--- src/rtl/keypad_matrix_emulator_pkg.sv ---
`default_nettype none
// ---------------------------------------------------------------------------
// keypad_pkg : key codes, key-to-matrix table and FSM states for the emulator
// Revision 1.0
// ---------------------------------------------------------------------------
package keypad_pkg;

  localparam logic [3:0] KEY_ZERO  = 4'd0;
  localparam logic [3:0] KEY_ONE   = 4'd1;
  localparam logic [3:0] KEY_TWO   = 4'd2;
  localparam logic [3:0] KEY_THREE = 4'd3;
  localparam logic [3:0] KEY_FOUR  = 4'd4;
  localparam logic [3:0] KEY_FIVE  = 4'd5;
  localparam logic [3:0] KEY_SIX   = 4'd6;
  localparam logic [3:0] KEY_SEVEN = 4'd7;
  localparam logic [3:0] KEY_EIGHT = 4'd8;
  localparam logic [3:0] KEY_NINE  = 4'd9;
  localparam logic [3:0] KEY_A     = 4'd10;
  localparam logic [3:0] KEY_B     = 4'd11;
  localparam logic [3:0] KEY_C     = 4'd12;
  localparam logic [3:0] KEY_D     = 4'd13;
  localparam logic [3:0] KEY_HASH  = 4'd14;
  localparam logic [3:0] KEY_STAR  = 4'd15;

  localparam logic [15:0] LFSR_SEED_DEFAULT = 16'hACE1;

  typedef enum logic [2:0] {
    ST_IDLE       = 3'd0,
    ST_BOUNCE_IN  = 3'd1,
    ST_MAKE       = 3'd2,
    ST_BOUNCE_OUT = 3'd3,
    ST_GAP        = 3'd4
  } state_t;

  // Matrix index: bits [3:2] select the row group, bits [1:0] the column.
  function automatic logic [3:0] key_idx(input logic [3:0] key);
    logic [3:0] idx;
    case (key)
      KEY_STAR:  idx = 4'd0;
      KEY_ZERO:  idx = 4'd1;
      KEY_HASH:  idx = 4'd2;
      KEY_D:     idx = 4'd3;
      KEY_SEVEN: idx = 4'd4;
      KEY_EIGHT: idx = 4'd5;
      KEY_NINE:  idx = 4'd6;
      KEY_C:     idx = 4'd7;
      KEY_FOUR:  idx = 4'd8;
      KEY_FIVE:  idx = 4'd9;
      KEY_SIX:   idx = 4'd10;
      KEY_B:     idx = 4'd11;
      KEY_ONE:   idx = 4'd12;
      KEY_TWO:   idx = 4'd13;
      KEY_THREE: idx = 4'd14;
      default:   idx = 4'd15;
    endcase
    return idx;
  endfunction

endpackage
`default_nettype wire

--- src/rtl/keypad_matrix_emulator_if.sv ---
`default_nettype none
// ---------------------------------------------------------------------------
// keypad_matrix_emulator_if : request handshake plus row/column matrix lines
// Revision 1.0
// ---------------------------------------------------------------------------
interface keypad_matrix_emulator_if;
  logic [3:0] row;
  logic [3:0] col;
  logic       req_valid;
  logic       req_ready;
  logic [3:0] key_code;
  logic       busy;
  logic       done;

  modport master (
    output row, req_valid, key_code,
    input  col, req_ready, busy, done
  );

  modport slave (
    input  row, req_valid, key_code,
    output col, req_ready, busy, done
  );
endinterface
`default_nettype wire

--- src/rtl/keypad_bounce_lfsr.sv ---
`default_nettype none
// ---------------------------------------------------------------------------
// keypad_bounce_lfsr : 16-bit Fibonacci LFSR (taps 16,14,13,11) for chatter
// Revision 1.0
// ---------------------------------------------------------------------------
module keypad_bounce_lfsr #(
  parameter logic [15:0] SEED = 16'hACE1
) (
  input  wire  clk,
  input  wire  rst_n,
  input  wire  i_en,
  output logic o_bit
);

  logic [15:0] r_state;
  logic [15:0] w_next;
  logic        w_fb;

  assign w_fb   = r_state[0] ^ r_state[2] ^ r_state[3] ^ r_state[5];
  assign w_next = {w_fb, r_state[15:1]};
  // Bit of the state being stepped into, so the caller can register it alongside.
  assign o_bit  = w_next[0];

  always_ff @(posedge clk or negedge rst_n) begin
    if (!rst_n) begin
      r_state <= SEED;
    end else if (i_en) begin
      r_state <= w_next;
    end
  end

endmodule
`default_nettype wire

--- src/rtl/keypad_matrix_emulator.sv ---
`default_nettype none
// ---------------------------------------------------------------------------
// keypad_matrix_emulator : answers 4x4 keypad row strobes as a pressed key
// Revision 1.0
// ---------------------------------------------------------------------------
module keypad_matrix_emulator
  import keypad_pkg::*;
#(
  parameter int          CLOCK_FREQ    = 50_000_000,
  parameter int          HOLD_CYCLES   = 2_000_000,
  parameter int          BOUNCE_CYCLES = 100_000,
  parameter int          GAP_CYCLES    = 1_000_000,
  parameter logic [15:0] LFSR_SEED     = LFSR_SEED_DEFAULT
) (
  input  wire                        clk,
  input  wire                        rst_n,
  keypad_matrix_emulator_if.slave    bus
);

  localparam logic [31:0] c_hold_load   = 32'(HOLD_CYCLES - 1);
  localparam logic [31:0] c_bounce_load = (BOUNCE_CYCLES == 0) ? 32'd0 : 32'(BOUNCE_CYCLES - 1);
  localparam logic [31:0] c_gap_load    = (GAP_CYCLES == 0) ? 32'd0 : 32'(GAP_CYCLES - 1);
  localparam logic        c_has_bounce  = (BOUNCE_CYCLES != 0);

  if (CLOCK_FREQ < 1 || HOLD_CYCLES < 1 || LFSR_SEED == 16'd0) begin : g_param_check
    $error("keypad_matrix_emulator: illegal parameter value");
  end

  state_t      r_state;
  logic [31:0] r_cnt;
  logic        r_contact;
  logic [3:0]  r_key;
  logic        r_done;

  logic        w_accept;
  logic        w_cnt_zero;
  logic        w_lfsr_en;
  logic        w_lfsr_bit;
  logic [3:0]  w_idx;
  logic [1:0]  w_grp;
  logic [1:0]  w_bit;
  logic [3:0]  w_col;

  assign w_accept   = bus.req_valid && (r_state == ST_IDLE);
  assign w_cnt_zero = (r_cnt == 32'd0);

  // The LFSR steps on every edge that enters or stays in a bounce cycle.
  always_comb begin
    w_lfsr_en = 1'b0;
    case (r_state)
      ST_IDLE:       w_lfsr_en = w_accept && c_has_bounce;
      ST_BOUNCE_IN:  w_lfsr_en = !w_cnt_zero;
      ST_MAKE:       w_lfsr_en = w_cnt_zero && c_has_bounce;
      ST_BOUNCE_OUT: w_lfsr_en = !w_cnt_zero;
      default:       w_lfsr_en = 1'b0;
    endcase
  end

  keypad_bounce_lfsr #(
    .SEED (LFSR_SEED)
  ) u_lfsr (
    .clk   (clk),
    .rst_n (rst_n),
    .i_en  (w_lfsr_en),
    .o_bit (w_lfsr_bit)
  );

  always_ff @(posedge clk or negedge rst_n) begin
    if (!rst_n) begin
      r_state   <= ST_IDLE;
      r_cnt     <= 32'd0;
      r_contact <= 1'b0;
      r_key     <= 4'd0;
      r_done    <= 1'b0;
    end else begin
      r_done <= 1'b0;
      case (r_state)
        ST_IDLE: begin
          if (w_accept) begin
            r_key <= bus.key_code;
            if (c_has_bounce) begin
              r_state   <= ST_BOUNCE_IN;
              r_cnt     <= c_bounce_load;
              r_contact <= w_lfsr_bit;
            end else begin
              r_state   <= ST_MAKE;
              r_cnt     <= c_hold_load;
              r_contact <= 1'b1;
            end
          end
        end
        ST_BOUNCE_IN: begin
          if (w_cnt_zero) begin
            r_state   <= ST_MAKE;
            r_cnt     <= c_hold_load;
            r_contact <= 1'b1;
          end else begin
            r_cnt     <= r_cnt - 32'd1;
            r_contact <= w_lfsr_bit;
          end
        end
        ST_MAKE: begin
          if (!w_cnt_zero) begin
            r_cnt <= r_cnt - 32'd1;
          end else if (c_has_bounce) begin
            r_state   <= ST_BOUNCE_OUT;
            r_cnt     <= c_bounce_load;
            r_contact <= w_lfsr_bit;
          end else begin
            r_state   <= ST_GAP;
            r_cnt     <= c_gap_load;
            r_contact <= 1'b0;
          end
        end
        ST_BOUNCE_OUT: begin
          if (w_cnt_zero) begin
            r_state   <= ST_GAP;
            r_cnt     <= c_gap_load;
            r_contact <= 1'b0;
          end else begin
            r_cnt     <= r_cnt - 32'd1;
            r_contact <= w_lfsr_bit;
          end
        end
        ST_GAP: begin
          if (w_cnt_zero) begin
            r_state <= ST_IDLE;
            r_done  <= 1'b1;
          end else begin
            r_cnt <= r_cnt - 32'd1;
          end
        end
        default: begin
          r_state   <= ST_IDLE;
          r_contact <= 1'b0;
        end
      endcase
    end
  end

  // Switch-like column path: the row is not registered.
  assign w_idx = key_idx(r_key);
  assign w_grp = w_idx[3:2];
  assign w_bit = w_idx[1:0];

  always_comb begin
    w_col = 4'hF;
    if (r_contact && !bus.row[2'd3 - w_grp]) begin
      w_col[w_bit] = 1'b0;
    end
  end

  assign bus.col       = w_col;
  assign bus.req_ready = (r_state == ST_IDLE);
  assign bus.busy      = (r_state != ST_IDLE);
  assign bus.done      = r_done;

endmodule
`default_nettype wire
--- src/flat_wrapper.sv ---
// flat-port wrapper written by rule: the top's interface ports become plain ports
module keypad_matrix_emulator_flat import keypad_pkg::*;
#(
  parameter int          CLOCK_FREQ    = 50_000_000,
  parameter int          HOLD_CYCLES   = 2_000_000,
  parameter int          BOUNCE_CYCLES = 100_000,
  parameter int          GAP_CYCLES    = 1_000_000,
  parameter logic [15:0] LFSR_SEED     = LFSR_SEED_DEFAULT
)
  (clk, rst_n, bus_row, bus_req_valid, bus_key_code, bus_col, bus_req_ready, bus_busy, bus_done);
  keypad_matrix_emulator_if bus_i ();
  input  wire clk;
  input  wire rst_n;
  input wire logic [$bits(bus_i.row)-1:0] bus_row;
  input wire logic [$bits(bus_i.req_valid)-1:0] bus_req_valid;
  input wire logic [$bits(bus_i.key_code)-1:0] bus_key_code;
  output wire logic [$bits(bus_i.col)-1:0] bus_col;
  output wire logic [$bits(bus_i.req_ready)-1:0] bus_req_ready;
  output wire logic [$bits(bus_i.busy)-1:0] bus_busy;
  output wire logic [$bits(bus_i.done)-1:0] bus_done;
  assign bus_i.row = bus_row;
  assign bus_i.req_valid = bus_req_valid;
  assign bus_i.key_code = bus_key_code;
  assign bus_col = bus_i.col;
  assign bus_req_ready = bus_i.req_ready;
  assign bus_busy = bus_i.busy;
  assign bus_done = bus_i.done;
  keypad_matrix_emulator #(.CLOCK_FREQ(CLOCK_FREQ), .HOLD_CYCLES(HOLD_CYCLES), .BOUNCE_CYCLES(BOUNCE_CYCLES), .GAP_CYCLES(GAP_CYCLES), .LFSR_SEED(LFSR_SEED)) u_core (.clk(clk), .rst_n(rst_n), .bus(bus_i));
endmodule
--- config.mk ---
export PLATFORM = sky130hd
export DESIGN_NAME = keypad_matrix_emulator_flat
export DESIGN_NICKNAME = d
export VERILOG_FILES = /design/src/rtl/keypad_matrix_emulator_pkg.sv /design/src/rtl/keypad_matrix_emulator_if.sv /design/src/rtl/keypad_bounce_lfsr.sv /design/src/rtl/keypad_matrix_emulator.sv /design/src/flat_wrapper.sv
export SDC_FILE = /design/constraint.sdc
export NUM_CORES = 1
export LEC_CHECK = 0
export ABC_CLOCK_PERIOD_IN_PS = 4800
export CAP_MARGIN = 20
export CORE_ASPECT_RATIO = 0.5
export CORE_MARGIN = 10
export CORE_UTILIZATION = 35
export DETAILED_ROUTE_END_ITERATION = 8
export SYNTH_ARGS = -nofsm -noshare
export SYNTH_HDL_FRONTEND = slang
export SYNTH_SLANG_ARGS = --single-unit
--- constraint.sdc ---
create_clock -name clk -period 4.8 [get_ports clk]
set_input_delay 0.96 -clock clk [delete_from_list [all_inputs] [get_ports clk]]
set_output_delay 0.96 -clock clk [all_outputs]
set_load 0.05 [all_outputs]
## After elaboration in Yosys (flattened, before gate mapping)

Memories as Yosys holds them, arrays and structs flattened.
Index checks and enable logic that the tools add are counted.
W data, S select, Z words.

- Register bits after elaboration: 57
- Memory bits (read-only): 64
- Output and inout port bits: 7
- Logic and storage cells: 66
- Memories kept: 1

- Add/subtract/negate cells: 2
- $lt $le $gt $ge: 3
- Eq/ne operators: 10
- Multiplexer cells: 25
- Bitwise logic cells: 5
- Reductions and logical operators: 14

Memory list:

| memory | depth | width | rd ports | clocked after memory_dff | wr ports | line | text |
|---|---|---|---|---|---|---|---|
| (no name shown) | 16 | 4 | 1 | 0 | 0 | keypad_matrix_emulator_pkg.sv:38 | `case (key)` |

Operators by type and width:

| kind | number |
|---|---|
| $mux W32 | 5 |
| $pmux W32 S5 | 1 |
| $logic_not A32 Y1 | 1 |
| $sub A32 B1 Y32 const B | 1 |
| $mux W3 | 5 |
| $pmux W3 S5 | 1 |
| $ne A2 B1 Y1 const B | 5 |
| $mux W1 | 8 |
| $eq A3 B2 Y1 const B | 2 |
| $lt A2 B3 Y1 const B | 2 |
| $reduce_and A3 Y1 | 2 |
| $pmux W1 S5 | 1 |
| $reduce_and A5 Y1 | 1 |
| $reduce_bool A5 Y1 | 1 |
| $mux W4 | 1 |
| $not A4 Y4 | 1 |
| $eq A3 B1 Y1 const B | 1 |
| $eq A3 B3 Y1 const B | 1 |
| $logic_and A1 B1 Y1 | 3 |
| $logic_not A3 Y1 | 1 |
| $pmux W1 S3 | 1 |
| $reduce_bool A3 Y1 | 1 |
| $xor A1 B1 Y1 | 3 |
| $bmux W1 S2 | 1 |
| other kinds (8) | 9 |

## Depth between registers and ports, before layout

Gate-level depths: netlist (run 1).
An unclocked memory read counts as a cell.

- Depth after elaboration: 7
- Depth in mapped cells: 9
- Mapped depth without buffers: 8

## Modules after synthesis

A second synthesis (run 1) with hierarchy kept.

- Cell total of the unflattened synthesis: 380
- Area, all modules: 3378.2 um^2

Modules (own cells, without submodules):

| module | instances | cells each | area an instance (um^2) | sequential area each (um^2) |
|---|---|---|---|---|
| keypad_matrix_emulator | 1 | 342 | 2702.6 | 1026.0 |
| keypad_bounce_lfsr | 1 | 38 | 675.6 | 410.4 |

## Worst setup path before layout (run 1)

Ideal clock, no wire load.

- Path kind: in2out
- From: input bus_row[0]
- To: output bus_col[1]
- Data arrival time: 2.354 ns
- Slack: 1.486 ns
- Cell stages on the path: 5
- Path buffers: 0
- Cell sequence: a22o_1 a32oi_1 nor2_1 a311oi_1 o21ai_0

- Cells in the longest elaborated chain, start to end: 5

RTL lines:

| item | line | text |
|---|---|---|
| start, declared | flat_wrapper.sv:14 | `input wire logic [$bits(bus_i.row)-1:0] bus_row;` |
| $bmux W1 S2 | keypad_matrix_emulator.sv:148 | `if (r_contact && !bus.row[2'd3 - w_grp]) begin` |
| $mux W1 (implied by the code) | keypad_matrix_emulator.sv:148 |  |
| $logic_not A1 Y1 | keypad_matrix_emulator.sv:148 |  |
| $logic_and A1 B1 Y1 | keypad_matrix_emulator.sv:148 |  |
| $mux W4 | keypad_matrix_emulator.sv:148 |  |
| end, declared | flat_wrapper.sv:17 | `output wire logic [$bits(bus_i.col)-1:0] bus_col;` |

No other way between the ends. The select of a mux whose other input is x is not followed.

## Worst setup path in the final report (run 1)

- From: input bus_row[2]
- To: output bus_col[1]

The elaborated chain is that of the path after synthesis.

==> summary by stage, run 1 <==
Die
The floorplan step defined a die boundary enclosing 14000 um^2. The die is 88.8 um tall. The core area is 8950 um^2.

For this configuration, the core starts out at a cell density of 37.1%. The die span in x is 158 um. During I/O placement, the number of pins put on the boundary was 18. The number of rows in the core area is 24.

Worst setup path
The nature of the critical path startpoint is an input port. The endpoint arrival time on the critical path is 3280 ps. Across all register-to-register paths, the minimum setup slack is 1370 ps. Along the worst path, the maximum fanout reaches 4. The critical path goes through clkdlybuf4s50_1 > a22oi_1 > a2bb2oi_1 > o21ai_0 > a311oi_1 > o21ai_0 > clkdlybuf4s50_1. The category of the worst setup path capture point is an output pin.

On the worst path, the slowest cell contributes a delay of 740 ps. The type of the setup path with the least slack is in2out. The gate family responsible for the most delay along the worst path is buffers and inverters. The combined buffer and inverter count along the critical path is 2.

The required time of the critical path is 3840 ps. The standard cell with the maximum stage delay on the critical path is sky130_fd_sc_hd__clkdlybuf4s50_1.

Cells and area
The final cell count without fillers is 492. The layout overhead on the synthesized area is 17.1%. The final layout net count is 383.

Fill cells in the final layout number 849. 0 antenna diodes ended up in the layout. The top cell types in the final layout, fill and taps aside, are sky130_fd_sc_hd__dfrtp_1, sky130_fd_sc_hd__nor2_1, sky130_fd_sc_hd__nand2_1.

The most common cell after layout, fill and taps aside is sky130_fd_sc_hd__dfrtp_1. The share of layout cells above drive strength 1 is 14.4%. Once layout is done, the placed cells without fillers occupy 3880 um^2.

Placement
The area after detailed placement is 3580 um^2. Prior to clock tree synthesis, the placed netlist has a worst setup slack of 594 ps. After detailed placement, the design holds a cell count of 476. The congestion estimate from routability-driven global placement came to 0.895.

Buffers placed on the I/O ports in this run total 17. Detailed placement ended at an HPWL of 6090 um.

Routing
The first-pass iteration count of the detailed router is 5. The vias per cell is 5.89. In the routed design, unresolved DRC markers number 0. After detailed routing, the average wire length per cell comes to 17.4 um. The detailed router finished its first iteration with 337 violations. The count of nets left with antenna violations once routing finished came out at 0.

The final layout contains routed wiring with a total length of 8550 um. Across all layers, the routed design uses 2897 vias.

STA
Clock skew on the completed layout was measured at 6.67 ps. Measured against its own limit, the worst slew margin works out to 39.3%. The number of hold violations in the final report is 0. Setup violations remaining at the end of the flow were counted as 0. Setup repair after global routing left no endpoint under its margin.

The setup TNS is 0 ps. The actual transition at the worst max-transition pin is 903 ps. The highest attainable clock frequency is 0.236 GHz. The final period utilization is 88.2%. The minimum clock period after layout is 4240 ps. Setup slack on the critical path of the routed design comes to 565 ps. The max-slew violation count is 0.

Global routing
Global routing consumed, over all layers together, 13.0% of the routing resources. The first-pass GRT wire length is 14400 um. The initial antenna violation count is 0. Entering global routing, the biggest net connects 58 pins. The overflow left after global routing is 0. The via count of the first global-routing pass is 2840.

Logic synthesis
After synthesis, the netlist uses 58 different library cells. The sequential element share of the synthesized area is 43.3%. Synthesis handed over a netlist of 354 instances.

The number of warnings issued by yosys is 0. The cell area after synthesis is 3320 um^2. The share of synthesized flip-flops with an asynchronous set or reset is 100%. Each instance of the synthesized netlist takes up on average 9.37 um^2. In this run, synthesis inferred 0 flip-flops with an integrated enable. Synthesis produced a netlist with a net count of 367. The synthesized design contains 57 register bits. The most used flip-flop cell after synthesis is sky130_fd_sc_hd__dfrtp_1.

CTS
The clock transition at the register clock pins on the worst setup and hold paths after CTS is 50 ps. The number of gates resized after CTS is 0. The post-CTS repair timing setup buffer count is 0.

The depth of the CTS H-tree is 3. The cell chosen for the clock root is sky130_fd_sc_hd__clkbuf_16. The hold buffer count at CTS is 0. The clock tree from TritonCTS is built. The CTS buffer count is 9. The clock insertion delay at the later pin of the skew report is 330 ps.

The clock sink count is 57. The deepest clock path buffer count is 2.

Worst hold path
The tightest min-delay check is of the reg2reg type.

Power
The static leakage is 1.59 nW. The maximum VDD drop is 0.135 mV. The total power draw is 1.45 mW. The power per unit of standard cell area is 373 nW/um^2.

Flow run
The number of max-capacitance violations reported is 0.

Run status
The run finished with clean final reports.
-- through the flow --
stage	hold WS, ps	util [%]
finish	485	43.4
global route	523	43.4
CTS	493	43.4
detailed placement	479	40.0
global placement	463	40.0
floorplan	454	-
-- cell usage after synthesis (all sizes together) (2+ instances only) --
library cell / number / area share [%]
a211o: 3 / 0.79
a21o: 2 / 0.45
a21oi: 14 / 2.1
a221o: 2 / 0.60
a22oi: 6 / 1.4
a2bb2oi: 2 / 0.53
a31o: 3 / 0.79
a31oi: 7 / 1.3
a32o: 3 / 0.91
and2: 4 / 0.75
and3: 2 / 0.38
buf: 5 / 1.1
clkbuf: 10 / 1.1
dfrtp: 49 / 37
dfstp: 8 / 6.3
ha: 2 / 0.75
inv: 9 / 1.0
mux2: 21 / 7.1
nand2: 30 / 3.4
nand3: 11 / 1.8
nand4: 2 / 0.38
nor2: 34 / 3.8
nor2b: 2 / 0.38
nor3: 19 / 3.0
nor3b: 2 / 0.45
nor4: 10 / 2.1
o21ai: 27 / 4.1
o22ai: 4 / 0.75
o311ai: 3 / 0.79
o31ai: 3 / 0.83
or2: 3 / 0.57
or3: 8 / 1.5
or4: 12 / 3.2
or4b: 2 / 0.60
xnor2: 10 / 2.6
xor2: 7 / 1.8
-- power breakdown --
group	switching (mW)	internal [mW]
Combinational	0.0939	0.0919
Sequential	0.0876	0.535
Clock	0.236	0.405
Total	0.418	1.03
-- cells by family (layout without fill, tap and decap cells) --
kind of cell,Yosys count,in the layout,synth area share (%)
xor+xnor,17,17,4.49
buf+inv,24,45,3.25
compound gates,86,86,17.2
fa+ha+maj,3,3,1.06
mux,21,21,7.13
simple gates,146,146,23.5
flops,57,57,43.3
-- state kept, by name, indices dropped and copies added (netlist names) --
register               count
u_core.bus.done            1
u_core.r_cnt              32
u_core.r_contact           1
u_core.r_key               4
u_core.r_state             3
u_core.u_lfsr.r_state     16
-- final timing paths --
| kind | startpoint | cells after the start | endpoint |
|---|---|---|---|
| setup / recovery | bus_row[2] | 7 | bus_col[1] |
| hold / removal | u_core.u_lfsr.r_state[9] | 1 | u_core.u_lfsr.r_state[8] |
| setup reg to reg | u_core.r_cnt[24] | 6 | u_core.r_cnt[6] |
| hold reg to reg | u_core.u_lfsr.r_state[9] | 1 | u_core.u_lfsr.r_state[8] |
| max in group asynchronous | rst_n | 2 | u_core.bus.done |
| min in group asynchronous | rst_n | 2 | u_core.r_cnt[18] |
-- routing by layer --
layer	up-vias	GRT usage, %	wire length, um
li1	1363	-	-
met1	1412	16.9	4000
met2	108	20.1	3780
met3	14	3.83	632
met4	0	4.72	136
met5	-	0	0
-- area by class of cell --
class	instances	area [um^2]	share of cell area (%)
timing repair buffer	20	188	4.84
sequential	57	1440	37.0
clock buffer	9	225	5.80
multi-input combinational	273	1770	45.6
inverter	9	33.8	0.870
tap	117	146	3.77
clock inverter	7	80.1	2.06
Note: power is estimated with default switching activity, not from simulation.
==> inputs of run 2 (changes only) <==
==> constraint.sdc (replaced) <==
create_clock -name clk -period 4.8 [get_ports clk]
set_input_delay 0.48 -clock clk [delete_from_list [all_inputs] [get_ports clk]]
set_output_delay 0.48 -clock clk [all_outputs]
set_load 0.05 [all_outputs]
==> summary by stage, run 2 (same netlist as run 1, synthesis figures left out) <==
CTS
The CTS buffer count was 9 (unchanged). The clock sink count is 57 (unchanged). The depth of the CTS H-tree is 3 (unchanged). The number of gates resized after CTS is 0 (unchanged).

The clock insertion delay at the later pin of the skew report is 330 ps (about the same). TritonCTS built the clock tree. The hold buffer count at CTS is 0 (unchanged).

CTS placed an instance of sky130_fd_sc_hd__clkbuf_16 at the clock tree root. The deepest clock path buffer count was 2 (unchanged). The clock transition at the register clock pins on the worst setup and hold paths after CTS is 50 ps (about the same). The post-CTS repair timing setup buffer count is 0 (unchanged).

Power
The total power draw came to 1.38 mW (-4.7%). The static leakage is 1.58 nW (-0.39%). The maximum VDD drop came to 0.160 mV (+19%).

The power per unit of standard cell area is 360 nW/um^2 (-3.7%).

Cells and area
Ranked by flip-flop count, first place goes to u_core.r_cnt. Leaving out fill and tap cells, the most frequent cell in the layout is sky130_fd_sc_hd__dfrtp_1. The total of fill cells in the finished design came to 876 (+3.2%). The share of layout cells above drive strength 1 is 13.9% (-0.53 points). The number of diodes added for antenna fixing is 0 (unchanged). The post-route cell area is 3840 um^2 (-1.0%). Compared with the post-synthesis result, the final layout area differs by 15.9%. The largest registers in the layout are u_core.r_cnt x32, u_core.u_lfsr.r_state x16, u_core.r_key x4. The number of flip-flops under the largest register name is 32 (unchanged). The share of the core filled with cells was 42.9% (-0.43 points).

The total area of sequential cells is 1440 um^2 (unchanged). In the layout the commonest cells are sky130_fd_sc_hd__dfrtp_1, sky130_fd_sc_hd__nor2_1, sky130_fd_sc_hd__nand2_1. The area taken by multi-input logic gates is 1770 um^2 (unchanged).

The final layout net count is 383 (unchanged).

Worst hold path
The path class of the tightest hold or removal check is in2async.

Die
The core area is 8950 um^2 (unchanged). The die extent in y is 88.8 um (unchanged). The effective utilization at floorplan is 37.1% (unchanged). The number of rows in the core area is 24 (unchanged). The floorplan die area is 14000 um^2 (unchanged). The die span in x is 158 um (unchanged). The I/O pin count is 18 (unchanged).

Worst setup path
The worst setup path is launched from a register. The worst-case register-to-register setup slack came to 1580 ps (+210 ps). In this run the critical register-to-register path is captured at u_core.r_cnt[7].

The maximum fanout along the worst path is 13 (+9). The number of cells traversed by the worst register-to-register path came to 8 (+2). The required time of the critical path is 4320 ps (+480 ps). The critical path in this run is classified as reg2out. The category of the worst setup path capture point is an output pin.

The endpoint arrival time on the critical path is 2780 ps (-500 ps). The reg-to-reg critical path startpoint is u_core.r_cnt[0].

Global routing
The initial antenna violation count came to 0 (unchanged). The maximum number of pins on one net before global-route repair is 58 (unchanged). The via count of the first global-routing pass was 2614 (-8.0%). The first-pass GRT wire length is 13700 um (-4.9%). The overflow left after global routing is 0 (unchanged). The total global-route track usage came to 12.4% (-0.55 points).

Routing
The first-pass iteration count of the detailed router came to 6 (+1). The final routed wirelength across all metal layers is 8470 um (-0.90%). The via count is 2849 (-1.7%). The post-route antenna net violation count came to 0 (unchanged).

The iteration-0 DRC count of the detailed router is 257 (-24%). The total DRC errors in the routed layout is 0 (unchanged). The average wire length per cell after detail routing was 17.2 um (-0.90%). The vias per cell came to 5.79 (-1.7%).

Placement
The area after detailed placement is 3580 um^2 (unchanged). The number of buffer cells added on primary ports is 17 (unchanged). The global placement routability congestion is 0.894 (-0.17%). The half-perimeter wire length of the detailed placement result is 5930 um (-2.6%).

STA
The final setup violation count is 0 (unchanged). The highest attainable clock frequency came to 0.307 GHz (+30%). The max-slew violation count is 0 (unchanged). The minimum clock period after layout is 3260 ps (-974 ps). The worst relative slew slack is 37.8% (-1.5 points). The actual transition at the worst max-transition pin was 929 ps (+26.0 ps). The largest clock skew in the final design is 7.52 ps (+0.851 ps). The setup TNS is 0 ps (unchanged). The number of hold violations in the final report is 0 (unchanged).

Setup repair after global routing left no endpoint under its margin. The final period utilization is 67.9% (-20 points).

Run status
The flow ran to the end, and the final reports show no timing, DRC or antenna violations.

Flow run
The number of max-capacitance violations reported is 0 (unchanged).
[run 2: how the worst max path moves through the flow]
stage | start | to | slack (ps) | cells after the start
floorplan | u_core.r_cnt[0] | u_core.r_cnt[30] | 1990 | 9
global placement | u_core.r_cnt[13] | u_core.r_cnt[10] | 1670 | 6
detailed placement | bus_row[2] | bus_col[1] | 1590 | 7
CTS | u_core.r_key[0] | bus_col[1] | 1500 | 7
global route | u_core.r_key[0] | bus_col[1] | 1230 | 7
finish | u_core.r_key[0] | bus_col[1] | 1540 | 7
[run 2: worst max-delay path: stages, from the launching register on]
cell and delay, ps:
sky130_fd_sc_hd__dfrtp_1 510, sky130_fd_sc_hd__and2_1 220, sky130_fd_sc_hd__a22o_1 190, sky130_fd_sc_hd__a32oi_1 150, sky130_fd_sc_hd__nor2_1 60, sky130_fd_sc_hd__a311oi_1 420
sky130_fd_sc_hd__o21ai_0 170, sky130_fd_sc_hd__clkdlybuf4s50_1 730
[run 2: final cells by class]
| cell class | count | share of cell area (%) |
|---|---|---|
| clock inverter | 4 | 0.521 |
| inverter | 9 | 0.879 |
| multi-input combinational | 273 | 46.1 |
| sequential | 57 | 37.4 |
| tap | 117 | 3.81 |
| clock buffer | 12 | 6.41 |
| timing repair buffer | 20 | 4.88 |
[run 2: stage by stage]
step	hold slack (ps)	std cells	setup WS [ps]
after CTS	335	492	1500
after global placement	465	476	1670
final	309	492	1540
after detailed placement	481	476	1590
after global routing	372	492	1230
after floorplan	184	354	1990
[run 2: power breakdown]
| part | switching (mW) | internal (mW) |
|---|---|---|
| sequential | 0.0884 | 0.535 |
| combinational | 0.0914 | 0.0922 |
| clock | 0.216 | 0.359 |
[run 2: per-layer routing]
metal  share of wire (%)  track usage, %  up-vias
met1                  49            17.0     1395
met2                  43            18.3       88
met4                 1.4            5.23        0
met5                   0               0        -
met3                 6.2            3.29       12
li1                    -               -     1354
